### src/rtl/rotate_key_sched_pkg.sv
// Shared types and helpers for the rotating round-key scheduler.
// Optional feature macro: KEYSCHED_RCON_XOR_EN (round-constant XOR).
package rotate_key_sched_pkg;

  typedef enum logic [1:0] {
    ST_IDLE,
    ST_RUN,
    ST_DONE
  } state_t;

  // Word width of the rotator for a given log2 width.
  function automatic int rotl_width(input int n);
    return 1 << n;
  endfunction

endpackage

### src/rtl/rotate_key_sched_rotator.sv
// Combinational circular left rotator, word width 2**N, rotate amount 0..2**N-1.
module leftShifter_para
  import rotate_key_sched_pkg::*;
#(
  parameter int N = 3
) (
  input  logic [rotl_width(N)-1:0] word,
  input  logic [N-1:0]             amt,
  output logic [rotl_width(N)-1:0] rotated
);

  localparam int W = rotl_width(N);

  logic [2*W-1:0] doubled;

  // Bits shifted out of the top of the upper copy re-enter from the lower copy.
  always_comb begin
    doubled = {word, word} << amt;
    rotated = doubled[2*W-1:W];
  end

endmodule

### src/rtl/rotate_key_sched.sv
// Round-key scheduler: seed key rotated left by a fixed amount per accepted key.
// Optional feature macro: KEYSCHED_RCON_XOR_EN XORs (rk_idx+1) into each new key.
module rotate_key_sched
  import rotate_key_sched_pkg::*;
#(
  parameter int N      = 3,
  parameter int ROUNDS = 8,
  localparam int W     = rotl_width(N),
  localparam int IW    = $clog2(ROUNDS)
) (
  input  logic          clk,
  input  logic          rst,
  input  logic          start,
  input  logic [W-1:0]  key_in,
  input  logic [N-1:0]  amt_in,
  output logic          busy,
  output logic          rk_valid,
  input  logic          rk_ready,
  output logic [W-1:0]  rk_out,
  output logic [IW-1:0] rk_idx,
  output logic          done
);

  localparam logic [IW-1:0] LAST_IDX = IW'(ROUNDS - 1);

  state_t        state;
  state_t        state_nxt;
  logic [W-1:0]  key_reg;
  logic [N-1:0]  amt_reg;
  logic [IW-1:0] idx_reg;
  logic [W-1:0]  rotated;
  logic [W-1:0]  next_key;
  logic          xfer;
  logic          last;

  leftShifter_para #(.N(N)) u_rotl (
    .word    (key_reg),
    .amt     (amt_reg),
    .rotated (rotated)
  );

`ifdef KEYSCHED_RCON_XOR_EN
  logic [IW:0] idx_inc;
  assign idx_inc  = {1'b0, idx_reg} + 1'b1;
  assign next_key = rotated ^ W'(idx_inc);
`else
  assign next_key = rotated;
`endif

  assign xfer   = rk_valid & rk_ready;
  assign last   = (idx_reg == LAST_IDX);
  assign rk_out = key_reg;
  assign rk_idx = idx_reg;

  always_comb begin
    state_nxt = state;
    busy      = 1'b0;
    rk_valid  = 1'b0;
    done      = 1'b0;
    case (state)
      ST_IDLE: begin
        if (start) state_nxt = ST_RUN;
      end
      ST_RUN: begin
        busy     = 1'b1;
        rk_valid = 1'b1;
        if (rk_ready && last) state_nxt = ST_DONE;
      end
      ST_DONE: begin
        busy      = 1'b1;
        done      = 1'b1;
        state_nxt = ST_IDLE;
      end
      default: state_nxt = ST_IDLE;
    endcase
  end

  always_ff @(posedge clk) begin
    if (rst) begin
      state   <= ST_IDLE;
      key_reg <= '0;
      amt_reg <= '0;
      idx_reg <= '0;
    end else begin
      state <= state_nxt;
      if (state == ST_IDLE && start) begin
        key_reg <= key_in;
        amt_reg <= amt_in;
        idx_reg <= '0;
      end else if (xfer && !last) begin
        key_reg <= next_key;
        idx_reg <= idx_reg + 1'b1;
      end
    end
  end

endmodule
### config.mk
export PLATFORM = sky130hd
export DESIGN_NAME = rotate_key_sched
export DESIGN_NICKNAME = d
export VERILOG_FILES = /design/src/rtl/rotate_key_sched_pkg.sv /design/src/rtl/rotate_key_sched_rotator.sv /design/src/rtl/rotate_key_sched.sv
export SDC_FILE = /design/constraint.sdc
export NUM_CORES = 1
export LEC_CHECK = 0
export ABC_AREA = 1
export CORE_UTILIZATION = 60
export CTS_BUF_LIST = sky130_fd_sc_hd__clkbuf_2
export DETAILED_ROUTE_END_ITERATION = 10
export DONT_BUFFER_PORTS = 1
export PLACE_DENSITY = 0.76
export RECOVER_POWER = 25
export REMOVE_ABC_BUFFERS = 1
export SLEW_MARGIN = 15
export SYNTH_ARGS = -nofsm -noshare
export SYNTH_HDL_FRONTEND = slang
export SYNTH_HIERARCHICAL = 1
export SYNTH_SLANG_ARGS = --single-unit
### constraint.sdc
create_clock -name clk -period 2.71 [get_ports clk]
set_input_delay 0.4065 -clock clk [delete_from_list [all_inputs] [get_ports clk]]
set_output_delay 0.4065 -clock clk [all_outputs]
set_load 0.1 [all_outputs]
Yosys cells after proc, flatten, opt, wreduce, memory -nomap -nowiden
Cells that the tools add are included.
{"block": "word_totals", "ff_bits": 16, "inputBits": 15, "romBits": 0, "ram_bits": 0, "word_cells": 29, "memories": 0, "latchBits": 0}
{"block": "classes", "muxes": 8, "mul": 0, "n_shift": 1, "reduce_logical": 9, "div": 0, "magnitude_cmp": 0, "bitwise": 1, "add_sub_neg": 1, "eq_ne": 5}
{"cell": "8-bit 2-to-1 mux", "n": 2}
{"cell": "16-bit by 3-bit left shift with 16-bit output", "n": 1}
{"cell": "2-bit 2-to-1 mux", "n": 2}
{"cell": "2-bit inequality test (second input constant)", "n": 2}
{"cell": "2-bit one-hot mux with 2 select lines", "n": 1}
{"cell": "2-bit OR reduction", "n": 2}
{"cell": "3-bit by 1-bit adder with 3-bit output (second input constant)", "n": 1}
{"cell": "3-bit equality test (second input constant)", "n": 1}
{"cell": "1-bit logical AND", "n": 3}
{"cell": "1-bit 2-to-1 mux", "n": 3}
{"cell": "2-bit by 1-bit equality test with 1-bit output (second input constant)", "n": 1}
{"cell": "2-bit equality test (second input constant)", "n": 1}
{"cell": "2-bit logical NOT", "n": 1}
{"cell": "2-bit AND reduction", "n": 1}
{"cell": "2-bit nonzero test", "n": 1}
{"cell": "1-bit bitwise AND", "n": 1}
{"cell": "1-bit logical NOT", "n": 1}

Depth between registers and ports, before layout
{"block": "depth", "ltp_word": 6, "depth_mapped": 10, "depth_no_buf": 9}

By module
The synthesis kept the hierarchy.
{"module": "rotate_key_sched", "seq_area_each_um2": 320.3, "n_inst": 1, "cells_each": 134, "area_each_um2": 889.6}
{"module": "leftShifter_para", "seq_area_each_um2": 0.0, "n_inst": 1, "cells_each": 62, "area_each_um2": 336.6}

Least setup slack after synthesis
Ideal clock, no wire load.
{"block": "synth_timing", "path_kind": "flip-flop to flip-flop", "startpoint": "register state[1]", "endpoint": "register key_reg[0], in the netlist rk_out[0]", "path_stages_with_launch": 8, "path_slack_ns": 0.745, "arrival_time_ns": 1.852, "synth_period_minus_slack_ns": 1.965, "n_path_buf": 0, "path_cell_list": "dfxtp_1 -> inv_1 -> ha_1 -> nand2_1 -> nor2_4 -> nor2_4 -> nor2_1 -> nor2_1"}
{"block": "synth_between", "elab_chain_cells": 5}
{"element": "start: declaration", "line": "rotate_key_sched.sv:26", "rtl": "state_t state;"}
{"element": "start signal: assignment", "line": "rotate_key_sched.sv:85", "rtl": "state <= state_nxt;"}
{"element": "2-bit by 1-bit equality test with 1-bit output", "line": "rotate_key_sched.sv:60", "rtl": "case (state)"}
{"element": "1-bit 2-to-1 mux", "line": "rotate_key_sched.sv:60"}
{"element": "via rk_valid", "line": "rotate_key_sched.sv:17", "rtl": "output logic rk_valid,"}
{"element": "1-bit bitwise AND", "line": "rotate_key_sched.sv:50", "rtl": "assign xfer = rk_valid & rk_ready;"}
{"element": "1-bit logical AND", "line": "rotate_key_sched.sv:90", "rtl": "end else if (xfer && !last) begin"}
{"element": "2-bit nonzero test (no source line)"}
{"element": "end signal: assignment", "line": "rotate_key_sched.sv:87", "rtl": "key_reg <= key_in;"}
{"element": "end signal: assignment", "line": "rotate_key_sched.sv:91", "rtl": "key_reg <= next_key;"}
{"element": "end: declaration", "line": "rotate_key_sched.sv:28", "rtl": "logic [W-1:0] key_reg;"}
The timed path passes the listed nets, and every way through them passes these cells.
A chain may end at the register's enable or synchronous reset.

Final worst setup path
{"block": "layout_timing", "startpoint": "register key_reg[5], in the netlist rk_out[5]", "endpoint": "register key_reg[2], in the netlist rk_out[2]"}
{"block": "layout_between", "elab_chain_cells": 3}
{"element": "16-bit by 3-bit left shift with 16-bit output", "line": "rotate_key_sched_rotator.sv:18", "rtl": "doubled = {word, word} << amt;"}
{"element": "via next_key[2]", "line": "rotate_key_sched.sv:32", "rtl": "logic [W-1:0] next_key;"}
{"element": "8-bit 2-to-1 mux", "line": "rotate_key_sched.sv:90"}
{"element": "8-bit 2-to-1 mux", "line": "rotate_key_sched.sv:86", "rtl": "if (state == ST_IDLE && start) begin"}
The timed path passes the listed nets, and every way through them passes these cells. The select of a mux whose other input is x is not followed.

==> results.tsv <==
metric	value	unit
first-pass GRT wire length	4640	um
initial antenna violation count	0	
Startpoint Class	flip-flop	
Top delay family on crit path	buffers and inverters	
fin. max-slew vios	0	
kind of critical path	reg -> reg	
CTS HTree Levels	1	
Worst path max stage delay	1.01	ns
top cells by area, synth	dfxtp_1 (26%), nand3_1 (18%), nand2_1 (15%)	
TritonCTS clock tree	done	
Seq/Total Area, Yosys	0.261	
clk root buf	clkbuf_2	
Post-Syn Area	1230	um^2
row cnt	15	
post-CTS sizing	0	
most common cell after layout, fill and taps aside	nand2_1	
Avg Inst Size Synth	6.26	um^2
antenna-violating nets left	0	
full die area	2230	um^2
GRT Overall Usage	0.303	
core area	1820	um^2
Period minus WS final	2.26	ns
Hold Crit Class	in -> reg	
most frequent CP cell	nand2_1	
RePlAce Congestion	0.900	
Diodes inserted	0	
CP max stage cell	clkbuf_1	
PnR worst setup slack	0.449	ns
crit-path cells	clkbuf_1 > nand2_1 > nand3_1 > nand3_1 > nand2_1 > nand2_1 > nand2_1 > nor2_1 > nor2_1	
hold path depth	2	
Yosys warning count	6	
Slew headroom	0.0772	
Crit. End Element	flip-flop	
clk_lat worst skew	0.31	ns
Max Freq	0.442	GHz
CP max FO	4	
final setup vio count	0	
setup TNS	0	ns
drc violations	0	
Hold Worst Slack	0.240	ns
largest net degree at the start of global routing	21	
data arrival time of the worst path	2.51	ns
Synth cell types	16	
Initial Utilization	0.674	
Setup Skew	0.0135	ns
RSZ-0062 raised after global routing	false	
I/O pin count	29	
Tightest Pin Transition	1.38	ns
Via density	5.47	
die width	47.2	um
1st-pass router iterations	7	
CTS buffer count	3	
Crit. path cell count	9	
setup bufs post-CTS	0	
fin util	0.711	
synthesis-stage register bit count	16	
share of layout cells above drive strength 1	0.166	
CTS clk-pin slew, worst paths	0.16	ns
Max-cap violations	0	
vias post-DR	1258	
vias in the first global route	1113	
CTS Sinks	16	
hold buffer count at CTS	0	
height of the die	47.2	um
GRT overflow	0	
dpl ws	0.955	ns
total wire length	2930	um
top-area cell type share of the netlist area	0.261	
commonest cells after routing, fill and taps aside	nand2_1 (49), nand3_1 (44), nor2_1 (32)	
max reg flops	8	
synthesized instance count	196	
area delta synth->final	5.61	%
# fillers	167	
final layout net count	228	
r2r worst-path depth	9	
final hold vios	0	
per-cell routed wire length	12.7	um
cell taking the most area after synthesis	dfxtp_1	
CTS max path bufs	2	
number of I/O port buffers	0	
DR iter-0 viols	47	
Crit path buffers/inverters	1	
Final Cycle Share	0.834	
Final HPWL DP	2230	um
Required @ worst endpoint	2.96	ns
outcome	completed	
## per-layer routing
layer  track usage  up-vias  wire [um]
met5             0        -          0
li1              -      643          -
met1         0.376      543       1230
met2         0.494       63       1320
met3        0.0769        9        311
met4         0.131        0         57
## path summary, 6_finish.rpt
check | start | end | slack [ns]
worst max register to register | rk_out[5] | rk_out[2] | 0.45
worst max-delay path | rk_out[5] | rk_out[2] | 0.45
worst min register to register | state[1] | state[1] | 0.55
worst min-delay path | amt_in[2] | amt_reg[2] | 0.24
## cell type report
type	instances	area (um^2)	area share
Clock buffer	3	15.0	0.0116
Inverter	18	75.1	0.0580
Multi-Input combinational cell	154	763	0.589
Sequential cell	16	320	0.247
Tap cell	25	31.3	0.0242
Timing Repair Buffer	14	90.1	0.0696
## metrics by stage
stage	instance area [um^2]	std cells
after floorplan	1160	188
final	1290	230
after CTS	1310	230
after global routing	1290	230
after detailed placement	1290	227
after global placement	1290	227
## cell families (layout without fill, tap and decap cells)
kind of cell,after synthesis,in the layout,synth area share
and+or+nand+nor,141,141,0.533
buffers and inverters,26,35,0.116
DFF,16,16,0.261
AOI/OAI and AO/OA,7,7,0.0286
adders and majority gates,6,6,0.0612
## synth_stat cells, drive strengths merged
cell	n
ha	6
a21oi	1
o21ai	6
buf	8
nor2	34
dfxtp	16
nand3	49
inv	18
nand2	58
## worst reg2reg max path, stage by stage (launching register included)
cell	delay [ns]
dfxtp_1	0.34
clkbuf_1	1.01
nand2_1	0.22
nand3_1	0.18
nand3_1	0.09
nand2_1	0.08
nand2_1	0.07
nand2_1	0.09
nor2_1	0.04
nor2_1	0.09
Power is left out: the tool's default activity adds up to more than one toggle a clock period on the data nets, which glitch-free logic cannot reach.
